`config.mk`:
```
export PLATFORM = sky130hd
export DESIGN_NAME = flp_mul_arb_flat
export DESIGN_NICKNAME = d
export VERILOG_FILES = /design/src/rtl/flp_mul_arb_pkg.sv /design/src/rtl/flp_mul_arb_if.sv /design/src/rtl/flp_mul.sv /design/src/rtl/flp_rr_arb.sv /design/src/rtl/flp_mul_arb.sv /design/src/flat_wrapper.sv
export SDC_FILE = /design/constraint.sdc
export NUM_CORES = 2
export LEC_CHECK = 0
export CORE_MARGIN = 2
export CORE_UTILIZATION = 54
export CTS_CLUSTER_SIZE = 40
export DETAILED_ROUTE_END_ITERATION = 7
export MAX_ROUTING_LAYER = met4
export PLACE_DENSITY = 0.81
export SYNTH_ARGS = -nofsm -noshare
export SYNTH_HDL_FRONTEND = slang
export SYNTH_SLANG_ARGS = --single-unit
```
`constraint.sdc`:
```
create_clock -name clk -period 11.15 [get_ports clk]
set_input_delay 2.23 -clock clk [delete_from_list [all_inputs] [get_ports clk]]
set_output_delay 2.23 -clock clk [all_outputs]
set_load 0.03 [all_outputs]
```
`src/rtl/flp_mul_arb_pkg.sv`:
```
// flp_mul_arb_pkg: shared FP format constants and helpers.
// Holds the FWIDTH and BIAS derivations and single-precision defaults.
package flp_mul_arb_pkg;

   localparam int SP_EWIDTH = 8;
   localparam int SP_SWIDTH = 23;

   function automatic int fwidth(input int ew, input int sw);
      return 1 + ew + sw;
   endfunction

   function automatic int bias(input int ew);
      return (1 << (ew - 1)) - 1;
   endfunction

endpackage

```
`src/rtl/flp_mul_arb_if.sv`:
```
// flp_mul_arb_if: request/result bundle of the shared multiplier.
// slave = arbiter side, master = requesters and result consumer.
interface flp_mul_arb_if
   import flp_mul_arb_pkg::*;
#(
   parameter int NREQ   = 4,
   parameter int FWIDTH = fwidth(SP_EWIDTH, SP_SWIDTH),
   parameter int IDW    = $clog2(NREQ)
);

   logic [NREQ-1:0]        i_req_valid;
   logic [NREQ*FWIDTH-1:0] i_req_a;
   logic [NREQ*FWIDTH-1:0] i_req_b;
   logic [NREQ-1:0]        o_req_ready;
   logic                   o_res_valid;
   logic [FWIDTH-1:0]      o_res_p;
   logic [IDW-1:0]         o_res_id;
   logic                   i_res_ready;
   logic                   o_busy;

   modport slave (
      input  i_req_valid, i_req_a, i_req_b, i_res_ready,
      output o_req_ready, o_res_valid, o_res_p, o_res_id,
      output o_busy
   );

   modport master (
      output i_req_valid, i_req_a, i_req_b, i_res_ready,
      input  o_req_ready, o_res_valid, o_res_p, o_res_id,
      input  o_busy
   );

endinterface

```
`src/rtl/flp_mul.sv`:
```
// flp_mul: combinational IEEE-style multiply, round-to-nearest-even.
// Subnormal inputs and underflowing results flush to signed zero.
module flp_mul
   import flp_mul_arb_pkg::*;
#(
   parameter int EWIDTH = SP_EWIDTH,
   parameter int SWIDTH = SP_SWIDTH
) (
   input  logic [EWIDTH+SWIDTH:0] i_a,
   input  logic [EWIDTH+SWIDTH:0] i_b,
   output logic [EWIDTH+SWIDTH:0] o_p
);

   localparam int PW = 2 * (SWIDTH + 1);
   localparam int XW = EWIDTH + 2;
   localparam logic [XW-1:0] BIAS_X = XW'(bias(EWIDTH));
   localparam logic [XW-1:0] EMAX = XW'((1 << EWIDTH) - 1);

   logic              w_sa, w_sb, w_s;
   logic [EWIDTH-1:0] w_ea, w_eb;
   logic [SWIDTH-1:0] w_ma, w_mb;
   logic              w_za, w_zb, w_ia, w_ib, w_na, w_nb;
   logic [PW-1:0]     w_prod;
   logic              w_norm;
   logic [SWIDTH-1:0] w_frac;
   logic              w_g, w_st, w_rnd;
   logic [SWIDTH:0]   w_fr;
   logic [XW-1:0]     w_e;

   assign {w_sa, w_ea, w_ma} = i_a;
   assign {w_sb, w_eb, w_mb} = i_b;
   assign w_s  = w_sa ^ w_sb;
   assign w_za = (w_ea == '0);
   assign w_zb = (w_eb == '0);
   assign w_ia = (&w_ea) & (w_ma == '0);
   assign w_ib = (&w_eb) & (w_mb == '0);
   assign w_na = (&w_ea) & (w_ma != '0);
   assign w_nb = (&w_eb) & (w_mb != '0);

   assign w_prod = PW'({1'b1, w_ma}) * PW'({1'b1, w_mb});
   assign w_norm = w_prod[PW-1];

   // Normalise the product, round to nearest even, form the exponent.
   always_comb begin
      if (w_norm) begin
         w_frac = w_prod[PW-2 -: SWIDTH];
         w_g    = w_prod[SWIDTH];
         w_st   = |w_prod[SWIDTH-1:0];
      end else begin
         w_frac = w_prod[PW-3 -: SWIDTH];
         w_g    = w_prod[SWIDTH-1];
         w_st   = |w_prod[SWIDTH-2:0];
      end
      w_rnd = w_g & (w_st | w_frac[0]);
      w_fr  = {1'b0, w_frac} + {{SWIDTH{1'b0}}, w_rnd};
      w_e   = {2'b00, w_ea} + {2'b00, w_eb} - BIAS_X
            + {{(XW-1){1'b0}}, w_norm}
            + {{(XW-1){1'b0}}, w_fr[SWIDTH]};
   end

   // Specials take precedence, then range flushes, then the product.
   always_comb begin
      o_p = {w_s, w_e[EWIDTH-1:0], w_fr[SWIDTH-1:0]};
      if (w_na | w_nb | (w_ia & w_zb) | (w_za & w_ib)) begin
         o_p = {1'b0, {EWIDTH{1'b1}}, 1'b1, {(SWIDTH-1){1'b0}}};
      end else if (w_ia | w_ib) begin
         o_p = {w_s, {EWIDTH{1'b1}}, {SWIDTH{1'b0}}};
      end else if (w_za | w_zb) begin
         o_p = {w_s, {(EWIDTH+SWIDTH){1'b0}}};
      end else if (w_e[XW-1] || (w_e == '0)) begin
         o_p = {w_s, {(EWIDTH+SWIDTH){1'b0}}};
      end else if (w_e >= EMAX) begin
         o_p = {w_s, {EWIDTH{1'b1}}, {SWIDTH{1'b0}}};
      end
   end

endmodule

```
`src/rtl/flp_rr_arb.sv`:
```
// flp_rr_arb: one-hot request arbiter for the shared multiplier.
// FLP_MUL_ARB_RR_EN selects round-robin, else fixed lowest-index priority.
module flp_rr_arb #(
   parameter int N = 4
) (
   input  logic         clk,
   input  logic         nrst,
   input  logic [N-1:0] i_req,
   input  logic         i_en,
   input  logic         i_upd,
   output logic [N-1:0] o_gnt
);

   localparam int PW = (N > 1) ? $clog2(N) : 1;

`ifdef FLP_MUL_ARB_RR_EN

   logic [PW-1:0] r_ptr;
   logic [PW-1:0] w_nxt;

   function automatic logic [PW-1:0] wrap(input int v);
      return (v >= N) ? PW'(v - N) : PW'(v);
   endfunction

   // Grant the first requester at or after the pointer, wrapping at N.
   always_comb begin
      o_gnt = '0;
      w_nxt = r_ptr;
      if (i_en) begin
         for (int k = N - 1; k >= 0; k--) begin
            if (i_req[wrap(int'(r_ptr) + k)]) begin
               o_gnt = '0;
               o_gnt[wrap(int'(r_ptr) + k)] = 1'b1;
               w_nxt = wrap(int'(r_ptr) + k + 1);
            end
         end
      end
   end

   // Move the pointer just past the index that was granted.
   always_ff @(posedge clk or negedge nrst) begin
      if (!nrst) begin
         r_ptr <= '0;
      end else if (i_upd) begin
         r_ptr <= w_nxt;
      end
   end

`else

   logic w_unused;
   assign w_unused = &{1'b0, clk, nrst, i_upd};

   // Lowest requesting index wins outright.
   always_comb begin
      o_gnt = '0;
      if (i_en) begin
         for (int k = N - 1; k >= 0; k--) begin
            if (i_req[k]) begin
               o_gnt = '0;
               o_gnt[k] = 1'b1;
            end
         end
      end
   end

`endif

endmodule

```
`src/rtl/flp_mul_arb.sv`:
```
// flp_mul_arb: arbiter + 2-stage pipeline around the shared multiplier.
// Define FLP_MUL_ARB_RR_EN for round-robin, else fixed priority.
module flp_mul_arb
   import flp_mul_arb_pkg::*;
#(
   parameter int NREQ   = 4,
   parameter int EWIDTH = SP_EWIDTH,
   parameter int SWIDTH = SP_SWIDTH
) (
   input logic          clk,
   input logic          nrst,
   flp_mul_arb_if.slave bus
);

   localparam int FWIDTH = fwidth(EWIDTH, SWIDTH);
   localparam int IDW    = $clog2(NREQ);

   logic              w_adv1, w_adv2, w_en, w_hs;
   logic [NREQ-1:0]   w_gnt;
   logic [IDW-1:0]    w_id;
   logic [FWIDTH-1:0] w_a, w_b, w_p;

   logic              r_s1_valid;
   logic [FWIDTH-1:0] r_s1_a, r_s1_b;
   logic [IDW-1:0]    r_s1_id;
   logic              r_s2_valid;
   logic [FWIDTH-1:0] r_s2_p;
   logic [IDW-1:0]    r_s2_id;

   assign w_adv2 = ~r_s2_valid | bus.i_res_ready;
   assign w_adv1 = ~r_s1_valid | w_adv2;
   // Nothing is granted while reset is held.
   assign w_en   = w_adv1 & nrst;
   assign w_hs   = |(bus.i_req_valid & w_gnt);

   flp_rr_arb #(
      .N(NREQ)
   ) u_arb (
      .clk   (clk),
      .nrst  (nrst),
      .i_req (bus.i_req_valid),
      .i_en  (w_en),
      .i_upd (w_hs),
      .o_gnt (w_gnt)
   );

   // Steer the granted requester's operands and index toward S1.
   always_comb begin
      w_id = '0;
      w_a  = '0;
      w_b  = '0;
      for (int k = 0; k < NREQ; k++) begin
         if (w_gnt[k]) begin
            w_id = IDW'(k);
            w_a  = bus.i_req_a[k*FWIDTH +: FWIDTH];
            w_b  = bus.i_req_b[k*FWIDTH +: FWIDTH];
         end
      end
   end

   flp_mul #(
      .EWIDTH(EWIDTH),
      .SWIDTH(SWIDTH)
   ) u_mul (
      .i_a (r_s1_a),
      .i_b (r_s1_b),
      .o_p (w_p)
   );

   // S1: capture operands on a handshake, empty when advancing idle.
   always_ff @(posedge clk or negedge nrst) begin
      if (!nrst) begin
         r_s1_valid <= 1'b0;
         r_s1_a     <= '0;
         r_s1_b     <= '0;
         r_s1_id    <= '0;
      end else if (w_adv1) begin
         r_s1_valid <= w_hs;
         if (w_hs) begin
            r_s1_a  <= w_a;
            r_s1_b  <= w_b;
            r_s1_id <= w_id;
         end
      end
   end

   // S2: register the product unless the consumer is stalling.
   always_ff @(posedge clk or negedge nrst) begin
      if (!nrst) begin
         r_s2_valid <= 1'b0;
         r_s2_p     <= '0;
         r_s2_id    <= '0;
      end else if (w_adv2) begin
         r_s2_valid <= r_s1_valid;
         if (r_s1_valid) begin
            r_s2_p  <= w_p;
            r_s2_id <= r_s1_id;
         end
      end
   end

   assign bus.o_req_ready = w_gnt;
   assign bus.o_res_valid = r_s2_valid;
   assign bus.o_res_p     = r_s2_p;
   assign bus.o_res_id    = r_s2_id;
   assign bus.o_busy      = r_s1_valid | r_s2_valid;

endmodule
```
`src/flat_wrapper.sv`:
```
// flat-port wrapper written by rule: the top's interface ports become plain ports
module flp_mul_arb_flat import flp_mul_arb_pkg::*;
#(
   parameter int NREQ   = 4,
   parameter int EWIDTH = SP_EWIDTH,
   parameter int SWIDTH = SP_SWIDTH
)
  (clk, nrst, bus_i_req_valid, bus_i_req_a, bus_i_req_b, bus_i_res_ready, bus_o_req_ready, bus_o_res_valid, bus_o_res_p, bus_o_res_id, bus_o_busy);
  flp_mul_arb_if #(.NREQ(NREQ)) bus_i ();
  input logic clk;
  input logic nrst;
  input wire logic [$bits(bus_i.i_req_valid)-1:0] bus_i_req_valid;
  input wire logic [$bits(bus_i.i_req_a)-1:0] bus_i_req_a;
  input wire logic [$bits(bus_i.i_req_b)-1:0] bus_i_req_b;
  input wire logic [$bits(bus_i.i_res_ready)-1:0] bus_i_res_ready;
  output wire logic [$bits(bus_i.o_req_ready)-1:0] bus_o_req_ready;
  output wire logic [$bits(bus_i.o_res_valid)-1:0] bus_o_res_valid;
  output wire logic [$bits(bus_i.o_res_p)-1:0] bus_o_res_p;
  output wire logic [$bits(bus_i.o_res_id)-1:0] bus_o_res_id;
  output wire logic [$bits(bus_i.o_busy)-1:0] bus_o_busy;
  assign bus_i.i_req_valid = bus_i_req_valid;
  assign bus_i.i_req_a = bus_i_req_a;
  assign bus_i.i_req_b = bus_i_req_b;
  assign bus_i.i_res_ready = bus_i_res_ready;
  assign bus_o_req_ready = bus_i.o_req_ready;
  assign bus_o_res_valid = bus_i.o_res_valid;
  assign bus_o_res_p = bus_i.o_res_p;
  assign bus_o_res_id = bus_i.o_res_id;
  assign bus_o_busy = bus_i.o_busy;
  flp_mul_arb #(.NREQ(NREQ), .EWIDTH(EWIDTH), .SWIDTH(SWIDTH)) u_core (.clk(clk), .nrst(nrst), .bus(bus_i));
endmodule
```
==> results.md <==
Logic synthesis:
- The synthesized cell area is roughly 0.026 sq mm.
- In this run, synthesis produced a sequential element count of slightly above 100.
- The flip-flop cell with the highest count after synthesis is sky130_fd_sc_hd__dfrtp_1.
- The sequential area share after synthesis is under 10%.
- The share of flip-flops with an asynchronous set or reset after synthesis is 100%.
- The number of nets in the synthesized netlist is roughly 3,900.
- The synthesized design contains 0 enable-type register cells.
- In this run, distinct cell masters in the synthesized netlist total slightly above 80.
- The Yosys step of the flow raised 0 warnings.
- The number of standard cells after synthesis is between 3,000 and 4,000.
- The synthesized area per cell is around 8.6 sq um.

Route:
- The average wire per standard cell is between 20 and 25 um.
- The final routed DRC violation total is 0.
- The number of routed nets with antenna violations is 0.
- The final layout contains routed wiring with a total length of roughly 97,000 um.
- The vias per cell is between 5 and 6.
- For this run, the detailed router's first-pass iteration total came to 5.
- For this block, the via count after detailed routing is 23,600.
- After the first detailed-routing iteration, the DRC count stood at approximately 2,200.

Cells and area:
- The layout has about 3,900 filler cells.
- The top cell types in the final layout, fill and taps aside, are sky130_fd_sc_hd__inv_1, sky130_fd_sc_hd__fa_1, sky130_fd_sc_hd__nand2_1.
- Relative to the synthesized area, the layout overhead comes to 20.5%.
- The area taken by flip-flops and latches is 0.00261 sq mm.
- The area taken by multi-input logic gates is 0.0204 sq mm.
- The final net count is around 4,300.
- Cells with a size suffix above 1 make up ~9% of the layout.
- The final core utilization is between 60 and 70%.
- The library cell used most frequently in the layout, excluding fill and tap cells, is sky130_fd_sc_hd__inv_1.
- The finished cells cover between 0.03 and 0.04 sq mm.

STA:
- The final worst-path cycle share is between 90% and 100%.
- The count of endpoints failing hold in the final timing report is 0.
- In this run the tightest slew margin relative to its limit is 33.9%.
- Static timing analysis puts the maximum clock frequency at ~93 MHz.
- For the pin with the worst max-slew slack, the measured transition is between 0.9 and 1 ns.
- The max-slew violation count is 0.
- The time the final worst path needs with I/O delays and setup is between 10 and 15 ns.
- The worst clock skew is approximately 0.017 ns.
- The count of final setup violators is 0.

Setup path:
- Of all nets on the critical path, the largest fanout is 16.
- For flop-to-flop paths, the worst setup slack is approximately 0.38 ns.
- The critical path in this run is classified as register to register.
- STA classifies the critical path endpoint as a register.
- The most numerous cell type found on the critical path is sky130_fd_sc_hd__fa_1.
- Counting cells, the worst reg-to-reg path comes to 37.
- The largest single stage delay on the critical path is approximately 0.7 ns.
- The slowest stage of the critical path belongs to the cell sky130_fd_sc_hd__fa_1.
- Data on the critical path arrives at its endpoint at approximately 11 ns.
- In this run the critical register-to-register path is captured at u_core.bus.o_res_p[15]$_DFFE_PN0P_.
- The startpoint type of the worst setup path is a register.
- The worst endpoint required time is between 10 and 15 ns.
- The startpoint of the most critical register-to-register path is u_core.r_s1_a[10]$_DFFE_PN0P_.

Min path:
- The worst min-delay path category is register to register.
- The hold path endpoint is u_core.bus.o_res_id[1]$_DFFE_PN0P_.
- The number of stages on the worst hold path is 2.
- The startpoint of the lowest-slack hold path is u_core.r_s1_id[1]$_DFFE_PN0P_.

Status:
- The flow ran to the end, and the final reports show no timing, DRC or antenna violations.

GRT:
- In the global route stage, overall resource usage came out at roughly two fifths.
- The number of antenna violations at the first check in global routing is 5.
- The first global-routing pass estimated ~150,000 um of wire.
- The via count of the first global-routing pass is 25,900.
- Entering global routing, the biggest net connects 65 pins.
- The remaining global-route overflow is 0.

Place:
- The HPWL after detailed placement is approximately 80,000 um.
- Once placement finished, the instance area stood at 0.0304 sq mm.
- The final weighted congestion in routability-driven placement is 1.08.
- The count of input and output buffers is 302.

CTS:
- The largest buffer count on any clock path is 2.
- After clock tree synthesis, the clock-pin slew on the worst setup and hold paths is around 0.090 ns.
- The H-tree was split into 3 levels.
- After clock tree synthesis, the flow added hold-fix buffers numbering 0.
- Clock tree synthesis found a total of roughly 100 sinks.
- The TritonCTS clock tree is built.
- The later pin in the worst-skew pair is clocked with a latency of 0.40 ns.
- The root buffer cell is sky130_fd_sc_hd__clkbuf_16.
- The number of buffers created by CTS is 9.

Floorplan:
- The number of ports placed on the die boundary is 303.
- The die is approximately 220 um wide.
- The floorplan step defined a die boundary enclosing 0.0494 sq mm.
- The core footprint is around 0.047 sq mm.
- For this configuration, the core starts out at a cell density of 55.0%.
- The die is ~220 um tall.
- The number of placement rows is slightly below 80.

Job:
- The number of max-capacitance violations reported is 0.
logic make-up after synthesis:
family | count (synthesis) | share of synthesized area (%)
AOI/OAI and AO/OA | 452 | 11.6
muxes | 9 | 0.360
adders and majority gates | 672 | 46.8
buffers and inverters | 769 | 11.3
xor gates and xnor gates | 70 | 2.38
and+or+nand+nor | 932 | 17.6
DFF | 102 | 9.93
worst max-delay path, delay by kind of cell (launching register included):
family / cells / cell delay, ns
compound gates: 6 / 1.19
xor+xnor: 2 / 0.31
simple gates: 14 / 3.45
flops: 1 / 0.56
buf+inv: 6 / 0.69
fa+ha+maj: 9 / 4.46
Yosys cell counts (all sizes together), types with 6 or more instances:
cell / n / area (sq um)
dfrtp: 102 / 2550
o21bai: 6 / 45.0
nand3: 20 / 105
a21o: 17 / 128
inv: 603 / 2260
o22ai: 93 / 582
o21ai: 104 / 521
a31oi: 14 / 87.6
nor3: 18 / 95.1
nor2b: 6 / 37.5
mux2i: 7 / 70.1
nor2: 125 / 472
a21oi: 78 / 394
o211ai: 13 / 97.6
nor4: 22 / 138
xnor2: 44 / 385
clkbuf: 147 / 553
a211oi: 8 / 65.1
nand4: 27 / 169
ha: 188 / 2350
fa: 484 / 9690
or3: 11 / 73.8
o21a: 8 / 60.1
nand2: 410 / 1540
nand2b: 7 / 43.8
a2bb2oi: 9 / 78.8
xor2: 26 / 228
a221oi: 54 / 473
buf: 19 / 91.3
and2: 248 / 1550
and3: 13 / 81.3
sequential cells by signal (all words and copies together) (netlist names):
name and cells:
u_core.bus.o_res_id 2, u_core.bus.o_res_p 32, u_core.bus.o_res_valid 1, u_core.r_s1_a 32, u_core.r_s1_b 32, u_core.r_s1_id 2, u_core.r_s1_valid 1
how the worst max path moves through the flow:
stage,startpoint,end
2_1_floorplan,u_core.r_s1_b[4]$_DFFE_PN0P_,u_core.bus.o_res_p[18]$_DFFE_PN0P_
3_3_place_gp,u_core.r_s1_b[11]$_DFFE_PN0P_,u_core.bus.o_res_p[18]$_DFFE_PN0P_
3_5_place_dp,u_core.r_s1_b[11]$_DFFE_PN0P_,u_core.bus.o_res_p[15]$_DFFE_PN0P_
4_1_cts,u_core.r_s1_b[11]$_DFFE_PN0P_,u_core.bus.o_res_p[15]$_DFFE_PN0P_
5_1_grt,u_core.r_s1_b[9]$_DFFE_PN0P_,u_core.bus.o_res_p[15]$_DFFE_PN0P_
6_report,u_core.r_s1_a[10]$_DFFE_PN0P_,u_core.bus.o_res_p[15]$_DFFE_PN0P_
per-stage QoR:
| stage | worst slack [ns] | TNS (ns) | cells | hold slack, ns |
|---|---|---|---|---|
| 3_5_place_dp | 0.103 | 0 | 3933 | 0.466 |
| 3_3_place_gp | 0.373 | 0 | 3933 | 0.457 |
| 2_1_floorplan | 0.681 | 0 | 3006 | 0.439 |
| 5_1_grt | -0.0139 | -0.0234 | 3966 | 0.520 |
| 4_1_cts | 0.0153 | 0 | 3949 | 0.481 |
| 6_report | 0.382 | 0 | 3966 | 0.480 |
what timing repair did:
action | in CTS | in global routing
setup endpoints to repair | 0 | 31
setup buffers | 0 | 13
gates resized for setup | 0 | 77
endpoints found under the hold margin | 0 | 0
per-layer routing:
layer | part of all wire, % | GRT usage (%) | vias up
met1 | 36 | 47.5 | 11700
li1 | - | - | 10100
met4 | 8.9 | 30.2 | 0
met3 | 9.0 | 9.05 | 416
met5 | 0 | - | -
met2 | 46 | 65.3 | 1319
area by class of cell:
cell class | instances | area share, %
multi-input cells | 2135 | 65.9
clock buffers | 11 | 0.783
clock inverters | 5 | 0.166
inverters | 603 | 7.30
well taps | 607 | 2.45
repair buffers | 499 | 15.0
flip-flops and latches | 102 | 8.42
diodes | 4 | 0.0323
Power is left out: the tool's default activity adds up to more than one toggle a clock period on the data nets, which glitch-free logic cannot reach.
